$ cat src/rtl/cla_addsub_pipe_if.sv
// rtl/cla_addsub_pipe_if.sv - operand, carry-generator and result signals of cla_addsub_pipe
interface cla_addsub_pipe_if #(
    parameter int WIDTH = 8
);
    // operand side
    logic             in_valid;
    logic             in_ready;
    logic [WIDTH-1:0] a;
    logic [WIDTH-1:0] b;
    logic             sub;

    // carry look-ahead generator side
    logic [WIDTH-1:0] g_out;
    logic [WIDTH-1:0] p_out;
    logic             c_in_out;
    logic [WIDTH-1:0] carry_in;

    // result side
    logic             out_valid;
    logic             out_ready;
    logic [WIDTH-1:0] sum;
    logic             cout;
    logic             ovf;
    logic             zero;

    // datapath view
    modport slave (
        input  in_valid, a, b, sub, carry_in, out_ready,
        output in_ready, g_out, p_out, c_in_out, out_valid, sum, cout, ovf, zero
    );

    // producer / carry generator / consumer view
    modport master (
        output in_valid, a, b, sub, carry_in, out_ready,
        input  in_ready, g_out, p_out, c_in_out, out_valid, sum, cout, ovf, zero
    );
endinterface

$ cat src/rtl/cla_addsub_pipe.sv
// rtl/cla_addsub_pipe.sv - two-stage add/subtract pipeline around an external carry look-ahead generator
module cla_addsub_pipe #(
    parameter int WIDTH = 8
) (
    input  logic                 clk,
    input  logic                 rst,
    cla_addsub_pipe_if.slave     bus
);
    // stage 1: operands with B already conditioned for subtraction
    logic             s1Valid;
    logic [WIDTH-1:0] s1A;
    logic [WIDTH-1:0] s1Bx;
    logic             s1Cin;

    // stage 2: registered result and flags
    logic             outValid;
    logic [WIDTH-1:0] sumReg;
    logic             coutReg;
    logic             ovfReg;
    logic             zeroReg;

    logic             s2Take;
    logic             inReady;
    logic             inAccept;
    logic             s1Advance;
    logic [WIDTH-1:0] pVec;
    logic [WIDTH-1:0] sumNext;

    assign s2Take    = !outValid | bus.out_ready;
    assign inReady   = !s1Valid | s2Take;
    assign inAccept  = bus.in_valid & inReady;
    assign s1Advance = s1Valid & s2Take;

    // propagate is used ungated for the sum; the exported vectors are quiet when S1 is empty
    assign pVec         = s1A ^ s1Bx;
    assign bus.g_out    = s1Valid ? (s1A & s1Bx) : '0;
    assign bus.p_out    = s1Valid ? pVec : '0;
    assign bus.c_in_out = s1Valid & s1Cin;

    // carry into bit i is carry out of bit i-1, with the stage carry-in feeding bit 0
    assign sumNext = pVec ^ {bus.carry_in[WIDTH-2:0], s1Cin};

    assign bus.in_ready  = inReady;
    assign bus.out_valid = outValid;
    assign bus.sum       = sumReg;
    assign bus.cout      = coutReg;
    assign bus.ovf       = ovfReg;
    assign bus.zero      = zeroReg;

    // stage 1: load on accept, empty when it advances without a replacement
    always_ff @(posedge clk) begin
        if (rst) begin
            s1Valid <= 1'b0;
            s1A     <= '0;
            s1Bx    <= '0;
            s1Cin   <= 1'b0;
        end else if (inAccept) begin
            s1Valid <= 1'b1;
            s1A     <= bus.a;
            s1Bx    <= bus.sub ? ~bus.b : bus.b;
            s1Cin   <= bus.sub;
        end else if (s1Advance) begin
            s1Valid <= 1'b0;
        end
    end

    // stage 2: capture result when S1 advances, hold while the consumer stalls
    always_ff @(posedge clk) begin
        if (rst) begin
            outValid <= 1'b0;
            sumReg   <= '0;
            coutReg  <= 1'b0;
            ovfReg   <= 1'b0;
            zeroReg  <= 1'b0;
        end else if (s1Advance) begin
            outValid <= 1'b1;
            sumReg   <= sumNext;
            coutReg  <= bus.carry_in[WIDTH-1];
            ovfReg   <= bus.carry_in[WIDTH-1] ^ bus.carry_in[WIDTH-2];
            zeroReg  <= (sumNext == '0);
        end else if (bus.out_ready) begin
            outValid <= 1'b0;
        end
    end
endmodule

$ cat src/flat_wrapper.sv
// flat-port wrapper written by rule: the top's interface ports become plain ports
module cla_addsub_pipe_flat 
#(
    parameter int WIDTH = 8
)
  (clk, rst, bus_in_valid, bus_a, bus_b, bus_sub, bus_carry_in, bus_out_ready, bus_in_ready, bus_g_out, bus_p_out, bus_c_in_out, bus_out_valid, bus_sum, bus_cout, bus_ovf, bus_zero);
  cla_addsub_pipe_if #(.WIDTH(WIDTH)) bus_i ();
  input  logic clk;
  input  logic rst;
  input wire logic [$bits(bus_i.in_valid)-1:0] bus_in_valid;
  input wire logic [$bits(bus_i.a)-1:0] bus_a;
  input wire logic [$bits(bus_i.b)-1:0] bus_b;
  input wire logic [$bits(bus_i.sub)-1:0] bus_sub;
  input wire logic [$bits(bus_i.carry_in)-1:0] bus_carry_in;
  input wire logic [$bits(bus_i.out_ready)-1:0] bus_out_ready;
  output wire logic [$bits(bus_i.in_ready)-1:0] bus_in_ready;
  output wire logic [$bits(bus_i.g_out)-1:0] bus_g_out;
  output wire logic [$bits(bus_i.p_out)-1:0] bus_p_out;
  output wire logic [$bits(bus_i.c_in_out)-1:0] bus_c_in_out;
  output wire logic [$bits(bus_i.out_valid)-1:0] bus_out_valid;
  output wire logic [$bits(bus_i.sum)-1:0] bus_sum;
  output wire logic [$bits(bus_i.cout)-1:0] bus_cout;
  output wire logic [$bits(bus_i.ovf)-1:0] bus_ovf;
  output wire logic [$bits(bus_i.zero)-1:0] bus_zero;
  assign bus_i.in_valid = bus_in_valid;
  assign bus_i.a = bus_a;
  assign bus_i.b = bus_b;
  assign bus_i.sub = bus_sub;
  assign bus_i.carry_in = bus_carry_in;
  assign bus_i.out_ready = bus_out_ready;
  assign bus_in_ready = bus_i.in_ready;
  assign bus_g_out = bus_i.g_out;
  assign bus_p_out = bus_i.p_out;
  assign bus_c_in_out = bus_i.c_in_out;
  assign bus_out_valid = bus_i.out_valid;
  assign bus_sum = bus_i.sum;
  assign bus_cout = bus_i.cout;
  assign bus_ovf = bus_i.ovf;
  assign bus_zero = bus_i.zero;
  cla_addsub_pipe #(.WIDTH(WIDTH)) u_core (.clk(clk), .rst(rst), .bus(bus_i));
endmodule
$ cat config.mk
export PLATFORM = sky130hd
export DESIGN_NAME = cla_addsub_pipe_flat
export DESIGN_NICKNAME = d
export VERILOG_FILES = /design/src/rtl/cla_addsub_pipe_if.sv /design/src/rtl/cla_addsub_pipe.sv /design/src/flat_wrapper.sv
export SDC_FILE = /design/constraint.sdc
export NUM_CORES = 1
export LEC_CHECK = 0
export CORE_ASPECT_RATIO = 0.8
export CORE_MARGIN = 1
export CORE_UTILIZATION = 45
export CTS_CLUSTER_SIZE = 28
export DETAILED_ROUTE_END_ITERATION = 16
export HOLD_SLACK_MARGIN = 0.03
export PLACE_DENSITY = 0.82
export SYNTH_ARGS = -nofsm -noshare
export SYNTH_HDL_FRONTEND = slang
export SYNTH_SLANG_ARGS = --single-unit
$ cat constraint.sdc
create_clock -name clk -period 2.01 [get_ports clk]
set_clock_uncertainty 0.1 [all_clocks]
set_input_delay 0.402 -clock clk [delete_from_list [all_inputs] [get_ports clk]]
set_output_delay 0.402 -clock clk [all_outputs]
set_load 0.1 [all_outputs]
* Word-level counts from Yosys, hierarchy flattened
Index checks and enable logic that the tools add are counted.
Word-level totals: flip-flop bits (word level) 30, output and inout port bits 30, word-level logic and storage cells 31
Operators by class: multiplexer cells 7, bitwise logic cells 10, reduce and logical (&&, ||, !) cells 5
Operator list (count):
- $mux W8 | 3
- $xor A8 B8 Y8 | 2
- $and A8 B8 Y8 | 1
- $logic_not A8 Y1 | 1
- $not A8 Y8 | 1
- $mux W1 | 4
- $reduce_bool A2 Y1 | 2
- $and A1 B1 Y1 | 3
- $logic_not A1 Y1 | 2
- $or A1 B1 Y1 | 2
- $xor A1 B1 Y1 | 1

* Logic depth before layout (Yosys ltp)
Gate-level depths: netlist of the first run.
depth in word-level cells 5, depth in mapped cells 5, depth with buffers taken out 4

* Worst setup path before layout of the first run
No wires, ideal clock.
kind reg2out, from reg u_core.outValid, in the netlist u_core.bus.out_valid, to out bus_in_ready, data arrival time 1611 ps, required time 1508 ps, slack -103 ps, stages on the path, launching flop included 4, buffers on the path 1, cell sequence dfxtp_1 > and3b_4 > inv_4 > buf_6
Between the ends: longest elaborated chain between the ends 3
Ends and longest elaborated chain:
- start, declared | line cla_addsub_pipe.sv:16 | logic outValid;
- start signal, assigned | line cla_addsub_pipe.sv:70 | outValid <= 1'b0;
- start signal, assigned | line cla_addsub_pipe.sv:76 | outValid <= 1'b1;
- start signal, assigned | line cla_addsub_pipe.sv:82 | outValid <= 1'b0;
- $logic_not A1 Y1 | line cla_addsub_pipe.sv:29 | assign s2Take = !outValid | bus.out_ready;
- $or A1 B1 Y1 | line cla_addsub_pipe.sv:29
- $or A1 B1 Y1 | line cla_addsub_pipe.sv:30 | assign inReady = !s1Valid | s2Take;
- end, declared | line flat_wrapper.sv:16 | output wire logic [$bits(bus_i.in_ready)-1:0] bus_in_ready;
Every way passes these cells.

* Worst setup path after layout of the first run
from in bus_out_ready, to out bus_in_ready
Between the ends: longest elaborated chain between the ends 2
Ends and longest elaborated chain:
- start, declared | line flat_wrapper.sv:15 | input wire logic [$bits(bus_i.out_ready)-1:0] bus_out_ready;
- $or A1 B1 Y1 | line cla_addsub_pipe.sv:29
- $or A1 B1 Y1 | line cla_addsub_pipe.sv:30
Every way passes these cells.

==> impl_results.md, run 1 <==
- Clock power frac: 27.3%
- Worst-Margin Slew: 0.372 ns
- Syn Nets: 201
- Site Rows: 18
- Drc violations: 0
- Synth area leader: dfxtp_1
- N_diodes: 0
- Port buffer count: 58
- Ordered list of cells on the worst path: clkdlybuf4s50_1 > and3b_4 > inv_4 > buf_12
- Synth Cell Area: 0.00155 mm^2
- Overflow after GRT: 0
- First-pass GRT wire length: 6440 um
- Seq/Total Area, Yosys: 38.7%
- Vias per cell: 5.50
- Max Fclk: 0.543 GHz
- Hold Vio Cnt, Final: 0
- Wire per inst: 15.7 um
- Logic pwr share: 32.9%
- Reg clk slew, reported paths: 0.06 ns
- R2r endpoint: u_core.bus.zero$_SDFFE_PP0P_
- WHS Path Cells: 2
- Layout net count: 259
- WS Path Type: input port to output pin
- CTS max path bufs: 2
- Via count: 1441
- Setup TNS: 0 ns
- Count leader, synth: dfxtp_1
- CP max-delay cell: clkdlybuf4s50_1
- Layout area overhead: 54.4%
- Fin crit period: 1.84 ns
- Initial antenna violation count: 0
- Layout Cells excl Fill: 262
- HPWL after detailed placement: 3120 um
- H-tree levels: 2
- CTS Root Cell: clkbuf_8
- Crit path DAT: 1.34 ns
- FF-to-FF path depth: 4
- Final Cycle Share: 91.6%
- Async S/R FF share, synth: 0%
- Ports: 59
- Post-DRT Antenna Nets: 0
- Utilization after layout: 75.4%
- Synth warn: 0
- Die area: 0.00369 mm^2
- Sw Ratio: 35.2%
- NetSw: 0.587 mW
- Synth top area share: 38.7%
- Library cells used by synthesis: 24
- Vias in the first global route: 1356
- Slew margin rel.: 75.2%
- Cells after synthesis: 164
- Commonest cells in the netlist: dfxtp_1, a21oi_1, and2_1
- Global placement routability congestion: 0.786
- FF-to-FF setup slack: 0.49 ns
- Unrepaired setup endpoints after global routing: no
- Latest clock arrival within the worst-skew pair: 0.28 ns
- Reg2reg start: u_core.s1Bx[1]$_SDFFE_PP0P_
- WHS: 0.379 ns
- Pwr Total: 1.67 mW
- CP Capture Type: output pin
- Req. time, crit path: 1.51 ns
- Post-CTS Resized: 0
- Initial Util: 48.9%
- Outcome: completed
- Post-CTS setup buffer count: 0
- Largest net degree at the start of global routing: 25
- Sequential Power Share: 39.8%
- TritonCTS clock tree: built
- Peak VDD IR: 0.524 mV
- CP Launch Type: input port
- Max incr delay on CP: 0.42 ns
- Initial DRC count: 45
- Cells after DPL: 255
- #FFs+latches synth: 30
- Synth Flop Type: dfxtp_1
- Die H: 54.5 um
- Drt total wl: 4120 um
- Maximum fanout along the worst path: 2
- Avg Cell Area, Syn: 9.46 um^2
- Synth area leaders: dfxtp_1, xnor2_1, a21oi_1
- Post-CTS Hold Buffers: 0
- Pint: 1.08 mW
- Pleak: 0.950 nW
- Horiz. Die Dim: 67.7 um
- TritonCTS Sinks: 30
- PwrDens: 695 mW/mm^2
- Hold Path Sink: u_core.s1A[7]$_SDFFE_PP0P_
- Core ar.: 0.00318 mm^2
- Num CTS Buffers: 5
- Worst min-delay path class: flop to flop
- Layout cells sized above 1: 25.7%
- First-pass iteration count of the detailed router: 4
- Slew Viols, Final: 0
- MaxCap Viol Count: 0
- EDFF count, synth: 0
- Final setup fails: 0
- GR Util All Layers: 24.8%
- Hold_sp: u_core.s1A[7]$_SDFFE_PP0P_
## registers in the layout, summed over array words and instances (netlist names)
name                  count
u_core.bus.sum            8
u_core.s1A                8
u_core.s1Bx               8
u_core.bus.cout           1
u_core.bus.out_valid      1
u_core.bus.ovf            1
u_core.bus.zero           1
u_core.s1Cin              1
u_core.s1Valid            1
## worst max path at each step
stage	startpoint	slack, ns	to	cells past startpoint
after floorplan	u_core.s1Valid$_SDFFE_PP0P_	0.02	bus_g_out[0]	3
after global placement	bus_out_ready	0.19	bus_in_ready	4
after detailed placement	bus_out_ready	0.14	u_core.s1Bx[6]$_SDFFE_PP0P_	6
after CTS	bus_out_ready	0.16	bus_in_ready	4
after global routing	bus_out_ready	0.13	bus_in_ready	4
final	bus_out_ready	0.17	bus_in_ready	4
## logic make-up after synthesis
family	share of synthesized area, %
AO/OA/AOI/OAI	24.1
XOR/XNOR	9.60
adder cells (fa/ha/maj)	6.45
buffers and inverters	6.29
flip-flops	38.7
AND/OR/NAND/NOR	14.8
## stage by stage
step / worst slack [ns] / instance area (um^2)
floorplan: 0.0183 / 1550
global placement: 0.191 / 2320
detailed placement: 0.141 / 2320
CTS: 0.161 / 2390
global route: 0.129 / 2390
finish: 0.168 / 2390
## cells in the final DEF, fill, tap and decap left out
master	count
nand4_1	2
clkdlybuf4s50_1	28
a21oi_1	28
a211oi_1	8
a211oi_2	8
o32ai_1	1
dfxtp_1	29
nand2_1	1
nand3_1	11
buf_4	18
clkbuf_8	5
inv_2	1
o211a_1	1
ha_1	8
inv_1	2
nor2_8	1
o21ai_0	7
o21ai_1	2
inv_4	1
and3b_4	1
buf_12	19
a21bo_2	1
dfxtp_2	1
nand2b_4	1
and2_1	18
clkbuf_1	2
xnor2_1	17
## power groups by stage
stage / combinational (mW) / sequential (mW) / clock (mW)
finish: 0.547 / 0.663 / 0.455
global route: 0.576 / 0.667 / 0.481
CTS: 0.548 / 0.663 / 0.457
detailed placement: 0.545 / 0.675 / 0
global placement: 0.536 / 0.673 / 0
floorplan: 0.253 / 0.787 / 0
## worst max-delay path: cells and delay by family
family | cells | cell delay (ns)
and+or+nand+nor | 1 | 0.32
buffers and inverters | 3 | 0.61
## metal layers
metal / vias to the layer above / share of wire, % / global-route usage [%]
li1: 698 / - / -
met3: 4 / 8.1 / 8.13
met1: 679 / 43 / 30.2
met4: 0 / 1.0 / 9.93
met5: - / 0 / 0
met2: 60 / 48 / 40.4
## layout make-up
| type | count | area, um^2 |
|---|---|---|
| tap | 40 | 50.0 |
| inverter | 4 | 17.5 |
| fill | 223 | 781 |
| clock buffer | 7 | 76.3 |
| sequential | 30 | 602 |
| timing repair buffer | 65 | 796 |
| multi-input combinational | 116 | 853 |
(Power assumes the default switching activity.)
==> inputs of run 2 (changes only) <==
--- a/config.mk
+++ b/config.mk
@@ -12,6 +12,7 @@
 export DETAILED_ROUTE_END_ITERATION = 16
 export HOLD_SLACK_MARGIN = 0.03
 export PLACE_DENSITY = 0.82
+export SKIP_CTS_REPAIR_TIMING = 1
 export SYNTH_ARGS = -nofsm -noshare
 export SYNTH_HDL_FRONTEND = slang
 export SYNTH_SLANG_ARGS = --single-unit
==> results of run 2 <==
The final DEF is identical to that of run 1; final timing and power are the same.
